[src/rtl/rst_seq_ctrl_if.sv]
// Reset-sequencer control bundle.
// Carries the lock/request inputs into the sequencer and the staged reset,
// status and diagnostic outputs back out.
//   master : drives i_pll_locked_sync, i_sw_reset_req, i_fault_clear;
//            observes o_stage_rst, o_all_released, o_motor_safe, o_fault,
//            o_state, o_loss_count
//   slave  : the sequencer itself (rst_seq_ctrl)
interface rst_seq_ctrl_if #(
   parameter int NUM_STAGES = 4
);
   logic                  i_pll_locked_sync;
   logic                  i_sw_reset_req;
   logic                  i_fault_clear;
   logic [NUM_STAGES-1:0] o_stage_rst;
   logic                  o_all_released;
   logic                  o_motor_safe;
   logic                  o_fault;
   logic [2:0]            o_state;
   logic [7:0]            o_loss_count;

   modport master (
      output i_pll_locked_sync, i_sw_reset_req, i_fault_clear,
      input  o_stage_rst, o_all_released, o_motor_safe, o_fault, o_state, o_loss_count
   );

   modport slave (
      input  i_pll_locked_sync, i_sw_reset_req, i_fault_clear,
      output o_stage_rst, o_all_released, o_motor_safe, o_fault, o_state, o_loss_count
   );
endinterface

[src/rtl/rst_seq_ctrl.sv]
// Reset sequencer and PLL-lock supervisor, 27 MHz input-clock domain.
// Releases NUM_STAGES active-high resets in index order once the PLL lock is
// qualified, re-sequences (drains) on a filtered lock loss or a software
// request, and latches a fault after FAULT_LIMIT lock losses.
// Ports:
//   i_clk          : 27 MHz input clock
//   por_reset_27m  : asynchronous, active-high power-on reset
//   bus (slave)    : lock/request inputs, staged resets and status outputs
//
// state   | meaning
// --------+------------------------------------------------------------
// HOLD    | all stage resets asserted, waiting for qualified lock
// RELEASE | stages 0..stg released, gap timer running toward stg+1
// RUN     | all stages released, motor path enabled
// DRAIN   | re-asserting released stages, highest index first
// FAULT   | too many lock losses; everything held until fault clear
module rst_seq_ctrl #(
   parameter int NUM_STAGES      = 4,
   parameter int STAGE_GAP_CYC   = 2700,
   parameter int LOCK_FILTER_CYC = 27,
   parameter int FAULT_LIMIT     = 3,
   parameter int CNT_W           = 16
) (
   input  logic          i_clk,
   input  logic          por_reset_27m,
   rst_seq_ctrl_if.slave bus
);

   localparam int IDX_W = (NUM_STAGES > 1) ? $clog2(NUM_STAGES) : 1;
   localparam logic [IDX_W-1:0] LAST_IDX  = IDX_W'(NUM_STAGES - 1);
   localparam logic [IDX_W-1:0] IDX_ONE   = IDX_W'(1);
   localparam logic [CNT_W-1:0] GAP_TC    = CNT_W'(STAGE_GAP_CYC - 1);
   localparam logic [CNT_W-1:0] FILT_TC   = CNT_W'(LOCK_FILTER_CYC - 1);
   localparam logic [CNT_W-1:0] CNT_ONE   = CNT_W'(1);
   localparam logic [7:0]       FC_LIMIT  = 8'(FAULT_LIMIT);

   typedef enum logic [2:0] {
      S_HOLD    = 3'd0,
      S_RELEASE = 3'd1,
      S_RUN     = 3'd2,
      S_DRAIN   = 3'd3,
      S_FAULT   = 3'd4
   } state_t;

   state_t                state;
   logic [NUM_STAGES-1:0] stage_rst;
   logic                  all_released;
   logic                  motor_safe;
   logic                  fault;
   logic [7:0]            loss_count;
   logic [7:0]            fault_cnt;
   logic [7:0]            fault_cnt_nxt;
   logic [CNT_W-1:0]      hi_cnt;
   logic [CNT_W-1:0]      lo_cnt;
   logic [CNT_W-1:0]      gap_cnt;
   logic                  lock_q;
   logic                  lock_set;
   logic                  loss_evt;
   logic                  leave_req;
   logic [IDX_W-1:0]      stg;
   logic [IDX_W-1:0]      stg_inc;

   always_comb begin
      lock_set  = !lock_q && bus.i_pll_locked_sync && (hi_cnt == GAP_TC);
      loss_evt  = lock_q && !bus.i_pll_locked_sync && (lo_cnt == FILT_TC);
      leave_req = loss_evt || bus.i_sw_reset_req;
      stg_inc   = stg + IDX_ONE;
      // Clear wins over a coincident loss so an acknowledged fault starts fresh.
      fault_cnt_nxt = fault_cnt;
      if ((state == S_FAULT) && bus.i_fault_clear)
         fault_cnt_nxt = '0;
      else if (loss_evt && (fault_cnt != 8'hFF))
         fault_cnt_nxt = fault_cnt + 8'd1;
   end

   always_ff @(posedge i_clk or posedge por_reset_27m) begin
      if (por_reset_27m) begin
         state        <= S_HOLD;
         stage_rst    <= '1;
         all_released <= 1'b0;
         motor_safe   <= 1'b1;
         fault        <= 1'b0;
         loss_count   <= '0;
         fault_cnt    <= '0;
         hi_cnt       <= '0;
         lo_cnt       <= '0;
         gap_cnt      <= '0;
         lock_q       <= 1'b0;
         stg          <= '0;
      end else begin
         // Lock qualifier while unlocked, low-run filter while locked.
         if (lock_q) begin
            hi_cnt <= '0;
            if (bus.i_pll_locked_sync) begin
               lo_cnt <= '0;
            end else if (loss_evt) begin
               lo_cnt <= '0;
               lock_q <= 1'b0;
            end else begin
               lo_cnt <= lo_cnt + CNT_ONE;
            end
         end else begin
            lo_cnt <= '0;
            if (!bus.i_pll_locked_sync) begin
               hi_cnt <= '0;
            end else if (lock_set) begin
               hi_cnt <= '0;
               lock_q <= 1'b1;
            end else begin
               hi_cnt <= hi_cnt + CNT_ONE;
            end
         end

         if (loss_evt && (loss_count != 8'hFF))
            loss_count <= loss_count + 8'd1;
         fault_cnt <= fault_cnt_nxt;

         case (state)
            S_HOLD: begin
               // lock_q may already be set (sw re-sequence): release at once.
               if (lock_set || (lock_q && !loss_evt)) begin
                  stage_rst[0] <= 1'b0;
                  stg          <= '0;
                  gap_cnt      <= GAP_TC;
                  if (LAST_IDX == '0) begin
                     state        <= S_RUN;
                     all_released <= 1'b1;
                     motor_safe   <= 1'b0;
                  end else begin
                     state <= S_RELEASE;
                  end
               end
            end
            S_RELEASE: begin
               if (leave_req) begin
                  state <= S_DRAIN;
               end else if (gap_cnt == '0) begin
                  stage_rst[stg_inc] <= 1'b0;
                  stg                <= stg_inc;
                  gap_cnt            <= GAP_TC;
                  if (stg_inc == LAST_IDX) begin
                     state        <= S_RUN;
                     all_released <= 1'b1;
                     motor_safe   <= 1'b0;
                  end
               end else begin
                  gap_cnt <= gap_cnt - CNT_ONE;
               end
            end
            S_RUN: begin
               if (leave_req) begin
                  state        <= S_DRAIN;
                  all_released <= 1'b0;
                  motor_safe   <= 1'b1;
               end
            end
            S_DRAIN: begin
               // stg tracks the highest released stage.
               stage_rst[stg] <= 1'b1;
               if (stg == '0) begin
                  if (fault_cnt_nxt >= FC_LIMIT) begin
                     state <= S_FAULT;
                     fault <= 1'b1;
                  end else begin
                     state <= S_HOLD;
                  end
               end else begin
                  stg <= stg - IDX_ONE;
               end
            end
            S_FAULT: begin
               stage_rst <= '1;
               if (bus.i_fault_clear) begin
                  state <= S_HOLD;
                  fault <= 1'b0;
               end
            end
            default: begin
               state     <= S_HOLD;
               stage_rst <= '1;
            end
         endcase
      end
   end

   assign bus.o_stage_rst    = stage_rst;
   assign bus.o_all_released = all_released;
   assign bus.o_motor_safe   = motor_safe;
   assign bus.o_fault        = fault;
   assign bus.o_state        = state;
   assign bus.o_loss_count   = loss_count;

endmodule
[src/flat_wrapper.sv]
// flat-port wrapper written by rule: the top's interface ports become plain ports
module rst_seq_ctrl_flat 
#(
   parameter int NUM_STAGES      = 4,
   parameter int STAGE_GAP_CYC   = 2700,
   parameter int LOCK_FILTER_CYC = 27,
   parameter int FAULT_LIMIT     = 3,
   parameter int CNT_W           = 16
)
  (i_clk, por_reset_27m, bus_i_pll_locked_sync, bus_i_sw_reset_req, bus_i_fault_clear, bus_o_stage_rst, bus_o_all_released, bus_o_motor_safe, bus_o_fault, bus_o_state, bus_o_loss_count);
  rst_seq_ctrl_if #(.NUM_STAGES(NUM_STAGES)) bus_i ();
  input  logic i_clk;
  input  logic por_reset_27m;
  input wire logic [$bits(bus_i.i_pll_locked_sync)-1:0] bus_i_pll_locked_sync;
  input wire logic [$bits(bus_i.i_sw_reset_req)-1:0] bus_i_sw_reset_req;
  input wire logic [$bits(bus_i.i_fault_clear)-1:0] bus_i_fault_clear;
  output wire logic [$bits(bus_i.o_stage_rst)-1:0] bus_o_stage_rst;
  output wire logic [$bits(bus_i.o_all_released)-1:0] bus_o_all_released;
  output wire logic [$bits(bus_i.o_motor_safe)-1:0] bus_o_motor_safe;
  output wire logic [$bits(bus_i.o_fault)-1:0] bus_o_fault;
  output wire logic [$bits(bus_i.o_state)-1:0] bus_o_state;
  output wire logic [$bits(bus_i.o_loss_count)-1:0] bus_o_loss_count;
  assign bus_i.i_pll_locked_sync = bus_i_pll_locked_sync;
  assign bus_i.i_sw_reset_req = bus_i_sw_reset_req;
  assign bus_i.i_fault_clear = bus_i_fault_clear;
  assign bus_o_stage_rst = bus_i.o_stage_rst;
  assign bus_o_all_released = bus_i.o_all_released;
  assign bus_o_motor_safe = bus_i.o_motor_safe;
  assign bus_o_fault = bus_i.o_fault;
  assign bus_o_state = bus_i.o_state;
  assign bus_o_loss_count = bus_i.o_loss_count;
  rst_seq_ctrl #(.NUM_STAGES(NUM_STAGES), .STAGE_GAP_CYC(STAGE_GAP_CYC), .LOCK_FILTER_CYC(LOCK_FILTER_CYC), .FAULT_LIMIT(FAULT_LIMIT), .CNT_W(CNT_W)) u_core (.i_clk(i_clk), .por_reset_27m(por_reset_27m), .bus(bus_i));
endmodule
[config.mk]
export PLATFORM = sky130hd
export DESIGN_NAME = rst_seq_ctrl_flat
export DESIGN_NICKNAME = d
export VERILOG_FILES = /design/src/rtl/rst_seq_ctrl_if.sv /design/src/rtl/rst_seq_ctrl.sv /design/src/flat_wrapper.sv
export SDC_FILE = /design/constraint.sdc
export NUM_CORES = 1
export LEC_CHECK = 0
export ABC_AREA = 1
export CAP_MARGIN = 20
export CELL_PAD_IN_SITES_DETAIL_PLACEMENT = 1
export CELL_PAD_IN_SITES_GLOBAL_PLACEMENT = 1
export CORE_MARGIN = 3
export CORE_UTILIZATION = 42
export CTS_BUF_LIST = sky130_fd_sc_hd__clkbuf_8
export DETAILED_ROUTE_END_ITERATION = 12
export GPL_ROUTABILITY_DRIVEN = 0
export PLACE_DENSITY = 0.82
export SLEW_MARGIN = 20
export SYNTH_ARGS = -nofsm -noshare
export SYNTH_HDL_FRONTEND = slang
export SYNTH_SLANG_ARGS = --single-unit
[constraint.sdc]
create_clock -name i_clk -period 2.4 [get_ports i_clk]
set_clock_uncertainty 0.1 [all_clocks]
set_input_delay 0.48 -clock i_clk [delete_from_list [all_inputs] [get_ports i_clk]]
set_output_delay 0.48 -clock i_clk [all_outputs]
set_load 0.02 [all_outputs]
# --- Word-level counts from Yosys, hierarchy flattened ---
# Cells that the tools add are included.
op_classes:
  addsub: 7
  n_mul: 0
  div: 0
  n_lt_le_gt_ge: 5
  eq_ne: 20
  n_shift: 0
  mux: 54
  bitwise_logic: 5
  reduce_logical: 30
op_table:
  columns: ["cell", "count"]
  rows:
  - ["2-to-1 mux 16 bit", 9]
  - ["adder 16 x 1 -> 16 bit, second input constant", 2]
  - ["case mux 16 bit (2 select lines)", 1]
  - ["2-to-1 mux 3 bit", 8]
  - ["2-to-1 mux 1 bit", 19]
  - ["adder 8 x 1 -> 8 bit, second input constant", 2]
  - ["== test 16 x 12 -> 1 bit, second input constant", 1]
  - ["== test 16 x 5 -> 1 bit, second input constant", 1]
  - ["logical NOT 16 bit", 1]
  - ["2-to-1 mux 8 bit", 2]
  - ["inequality test 8 bit, second input constant", 2]
  - ["subtractor 16 x 1 -> 16 bit, second input constant", 1]
  - ["case mux 3 bit (5 select lines)", 1]
  - ["inequality test 2 x 1 -> 1 bit, second input constant", 6]
  - ["logical AND 1 bit", 10]
  - ["AND reduction 5 bit", 2]
  - ["case mux 3 bit (3 select lines)", 1]
  - [">= comparator 8 x 2 -> 1 bit, second input constant", 1]
  - ["2-to-1 mux 2 bit", 4]
  - ["2-to-1 mux 4 bit", 2]
  - ["AND reduction 4 bit", 2]
  - ["== test 3 x 2 -> 1 bit, second input constant", 2]
  - ["less-than comparator 2 x 3 -> 1 bit, second input constant", 2]
  - ["inequality test 2 bit, second input constant", 3]
  - ["24 further kinds", 36]
word_totals:
  register_bits: 77
  latch_bits: 0
  ram_bits: 0
  romBits: 0
  output_inout_bits: 18
  elab_cells: 134
  n_memories: 0

# --- Logic depth before layout (Yosys ltp) ---
logic_depth:
  depth_word: 10
  mapped_depth: 14
  ltp_nobuf: 14

# --- Worst setup path after synthesis ---
# OpenSTA, ideal clock, no wires.
synth_path:
  path_kind: "register -> register"
  from: "register u_core.fault_cnt[0]"
  to: "register u_core.state[2], in the netlist u_core.bus.o_state[2]"
  arrival_time_ns: 1.554
  setup_slack_ns: 0.627
  path_stages_with_launch: 14
  n_path_buf: 0
  cell_sequence: "dfrtp_1 -> ha_1 -> nand2_1 -> nor2_1 -> nand2_1 -> nand4_1 -> nand2_1 -> nand2_1 -> nand2_1 -> nand2_1 -> nor2_1 -> nand2_1 -> nand2_1 -> nand2_1"
synth_between:
  elab_chain_len: 8
synth_lines:
  columns: ["item", "line_no", "rtl"]
  rows:
  - ["from (decl)", "rst_seq_ctrl.sv:51", "logic [7:0] fault_cnt;"]
  - ["from (signal assigned)", "rst_seq_ctrl.sv:116", "fault_cnt <= fault_cnt_nxt;"]
  - ["parallel branches: the longest is 2 deep, another holds adder 8 x 1 -> 8 bit", null, null]
  - ["2-to-1 mux 8 bit *", "rst_seq_ctrl.sv:72", "else if (loss_evt && (fault_cnt != 8'hFF))"]
  - ["2-to-1 mux 8 bit *", "rst_seq_ctrl.sv:70", "if ((state == S_FAULT) && bus.i_fault_clear)"]
  - [">= comparator 8 x 2 -> 1 bit *", "rst_seq_ctrl.sv:161", "if (fault_cnt_nxt >= FC_LIMIT) begin"]
  - ["2-to-1 mux 3 bit *", "rst_seq_ctrl.sv:161", null]
  - ["2-to-1 mux 3 bit *", "rst_seq_ctrl.sv:160", "if (stg == '0) begin"]
  - ["case mux 3 bit (5 select lines) *", "rst_seq_ctrl.sv:118", "case (state)"]
  - ["to (signal assigned)", "rst_seq_ctrl.sv:126", "state <= S_RUN;"]
  - ["to (signal assigned)", "rst_seq_ctrl.sv:162", "state <= S_FAULT;"]
  - ["to (signal assigned)", "rst_seq_ctrl.sv:165", "state <= S_HOLD;"]
  - ["to (decl)", "rst_seq_ctrl.sv:45", "state_t state;"]
# Mark *: on every way between the ends. The select of a mux whose other input is x is not followed.
# A chain may end at the register's enable or synchronous reset.

# --- Worst setup path after layout ---
layout_path:
  from: "register u_core.state[1], in the netlist u_core.bus.o_state[1]"
  to: "output bus_o_state[1]"
layout_rtl:
  columns: ["item", "line_no", "rtl"]
  rows:
  - ["from (signal assigned)", "rst_seq_ctrl.sv:78", "state <= S_HOLD;"]
  - ["from (signal assigned)", "rst_seq_ctrl.sv:126", null]
  - ["from (signal assigned)", "rst_seq_ctrl.sv:130", "state <= S_RELEASE;"]
  - ["to (decl)", "flat_wrapper.sv:21", "output wire logic [$bits(bus_i.o_state)-1:0] bus_o_state;"]
# No word-level cell between the ends.

==> impl_metrics.toml <==
[power]
powerDensity_nw_per_um2 = 480
p_sw_share_pct = 22.7
comb_power_share_pct = 3.1
power.ir.vdd_worst_mv = 0.291
cellLeakagePower_uw = 0.00242
power.share.sequential_pct = 52.4
netSwitchingPower_uw = 568
internal_dissipation_uw = 1930
clockPowerShare_pct = 44.5

[clock_tree]
clockRootBuffer = "sky130_fd_sc_hd__clkbuf_8"
cts_hold_repair.buffers = 0
path_clk_slew_ns = 0.09
postCtsSetupBuffers = 0
cts_tree = "yes"
cts.repair.resized = 0
cts_sinks = 77
clk_latency_ns = 0.37
number_of_h_tree_levels = 3
cts_buffer_depth = 2
cts-buffers-inserted = 9

[sta]
max_slew_margin_pct = 73.2
worst-slew-pin-transition_ns = 0.398
setup_ws_ns = 0.250
final_min_period_over_clock_period_pct = 89.6
timing.setup.tns_ns = 0
finalHoldViolCount = 0
period_needed_ns = 2.15
maxClockFrequency_ghz = 0.465
report.final.slew_viol_count = 0
finalSetupViolations = 0
unrepaired_setup_endpoints_after_global_routing = "no"
hold_ws_ns = 0.342

[floorplanning]
height_of_the_die_um = 110
rows = 37
fp.dieW_um = 110
initial_core_util_pct = 43.6
design.portCount = 23
floorplan.core_area_um2 = 10400
die_area_um2 = 12100

[logic_synthesis]
synth_cell_type_count = 41
post_synth_inst_count = 595
mappedNetlistNets = 611
synth-xor-area-share_pct = 3.08
synth_top_cells_by_count = "sky130_fd_sc_hd__nand2_1, sky130_fd_sc_hd__inv_1, sky130_fd_sc_hd__nor2_1"
post_synth_mux_area_share_pct = 0.248
post_synth_fa_ha_maj_area_fraction_pct = 3.03
synth_top_cell_area_share_pct = 39.6
synth.cell_area_um2 = 4550
synth_top_family_by_area = "simple AND/OR/NAND/NOR gates"
synth_area_leader_cell = "sky130_fd_sc_hd__dfrtp_1"
ys_ff_latch = 77
yosys_warnings = 0
synth_enable_flop_cells = 0
synth_simple_gate_area_share_pct = 32.4
synth_compound_gate_area_share_pct = 10.1
netlist_top_cells_area = "sky130_fd_sc_hd__dfrtp_1, sky130_fd_sc_hd__nand2_1, sky130_fd_sc_hd__inv_1, sky130_fd_sc_hd__nor2_1, sky130_fd_sc_hd__o21ai_0"
synth-seq-area-share_pct = 42.5
async_flop_share_pct = 100
post-synth-top-count-cell = "sky130_fd_sc_hd__nand2_1"
synth_top_flop_cell = "sky130_fd_sc_hd__dfrtp_1"
synthesis.area_per_instance_um2 = 7.64

[critical_path]
r2r_setup_slack_ns = 0.25
timing.setup.critical_path_class = "register to output port"
max_stage_delay_ns = 0.67
arrival_time_reported_for_the_critical_path_endpoint_ns = 1.57
cp_slowest_cell = "sky130_fd_sc_hd__clkdlybuf4s50_1"
required_ns = 1.82
cp-start-kind = "register"
timing.critical_path.buf_inv = 1
cp_max_fo = 6
setup.worst_path.end_class = "output port"
worst_path_cell_chain = "clkdlybuf4s50_1"
cp_top_family = "buffers and inverters"
worst-r2r-cell-count = 13
worstReg2RegEnd = "u_core.bus.o_fault"
r2r-start = "u_core.fault_cnt[0]"

[run_status]
status = "finished clean"

[hold_path]
hold_path_class = "input pin to asynchronous set/reset pin"

[global_routing]
tot_gr_track_use_pct = 20.3
global_route_wire_length_before_repair_mm = 19.5
pin_count_of_the_biggest_net_entering_global_routing = 46
grt_remaining_overflow = 0
via_count_of_the_first_global_routing_pass = 4240
grt_antenna_before_repair = 0

[route]
routed-via-count = 4053
postRouteWirelength_mm = 11.4
avgViaCountPerCell = 5.23
postRouteAntennaNets = 0
routedWlPerCell_um = 14.7
firstDrtPassIters = 5
drt_iter0_markers = 136
drc_errors = 0

[place]
dpl.hpwl_mm = 8.50
place_area_um2 = 5000
placement.io_buffers = 22
place_worst_setup_slack_ns = 0.0288

[finish]
antenna-diode-count = 0
post_route_cells_drive_above_1_share_pct = 13.0
finalInstanceArea_um2 = 5220
design.final.nets = 650
syn_to_final_growth_pct = 14.8

[flow_run]
max_cap_violations = 0
==> layout by cell type, fill, tap and decap left out, types with 14 or more instances in the layout <==
master,netlist,routed
sky130_fd_sc_hd__nand2_1,122,122
sky130_fd_sc_hd__nand3_1,27,27
sky130_fd_sc_hd__clkdlybuf4s50_1,0,22
sky130_fd_sc_hd__inv_1,88,89
sky130_fd_sc_hd__o21ai_0,29,29
sky130_fd_sc_hd__o21ai_2,14,14
sky130_fd_sc_hd__nand4_1,20,20
sky130_fd_sc_hd__nor3_1,17,17
sky130_fd_sc_hd__nor2_1,81,81
sky130_fd_sc_hd__dfrtp_1,72,72
sky130_fd_sc_hd__a21oi_1,21,21
==> power by group through the flow <==
stage               clock network [µW]  registers (µW)  logic, µW
floorplan                            0            1330       46.8
global placement                     0            1330       77.2
detailed placement                   0            1340       79.9
CTS                               1140            1310       80.8
global route                      1190            1310       90.8
finish                            1110            1310       77.3
==> through the flow <==
step,total power [µW],cells,utilization (%)
final,2500,775,50.1
after global routing,2600,775,50.1
after CTS,2530,775,50.1
after detailed placement,1420,759,48.0
after global placement,1410,759,48.0
after floorplan,1380,595,-
==> cells by family (layout without fill, tap and decap cells) <==
logic type               after synthesis  count (layout)
buffers and inverters                 97             141
AND/OR/NAND/NOR                      316             316
AO/OA/AOI/OAI                         77              77
flip-flops                            77              77
XOR/XNOR                              16              16
adder cells (fa/ha/maj)               11              11
multiplexers                           1               1
==> layer usage <==
layer  wire length, µm  vias to the layer above  track usage, %
met5                 0                        -               0
met4               237                        0            8.01
met3               194                       17            2.62
met2              5360                       49            33.6
met1              5570                     1994            26.9
li1                  -                     1993               -
==> how the worst max path moves through the flow <==
stage                                      from                     to  depth (start not counted)
after floorplan             u_core.fault_cnt[0]  u_core.bus.o_state[2]                         13
after global placement    bus_i_pll_locked_sync  u_core.bus.o_state[2]                         14
after detailed placement  bus_i_pll_locked_sync  u_core.bus.o_state[2]                         14
after CTS                   u_core.fault_cnt[0]     u_core.bus.o_fault                         13
after global routing        u_core.fault_cnt[0]  u_core.bus.o_state[2]                         13
final                     u_core.bus.o_state[1]         bus_o_state[1]                          1
==> registers in the layout, indices dropped and copies added (netlist names) <==
| register | count |
|---|---|
| u_core.lock_q | 1 |
| u_core.stg | 2 |
| u_core.bus.o_motor_safe | 1 |
| u_core.fault_cnt | 8 |
| u_core.hi_cnt | 16 |
| u_core.bus.o_fault | 1 |
| u_core.bus.o_all_released | 1 |
| u_core.bus.o_loss_count | 8 |
| u_core.gap_cnt | 16 |
| u_core.bus.o_stage_rst | 4 |
| u_core.lo_cnt | 16 |
| u_core.bus.o_state | 3 |
==> area by class of cell <==
class	instances	area [µm²]
clock buffer	10	138
fill	1333	5200
timing repair buffer	32	320
inverter	93	353
tap	136	170
multi-input combinational	421	2220
sequential	77	1930
clock inverter	6	80.1
Note: power is estimated with default switching activity, not from simulation.
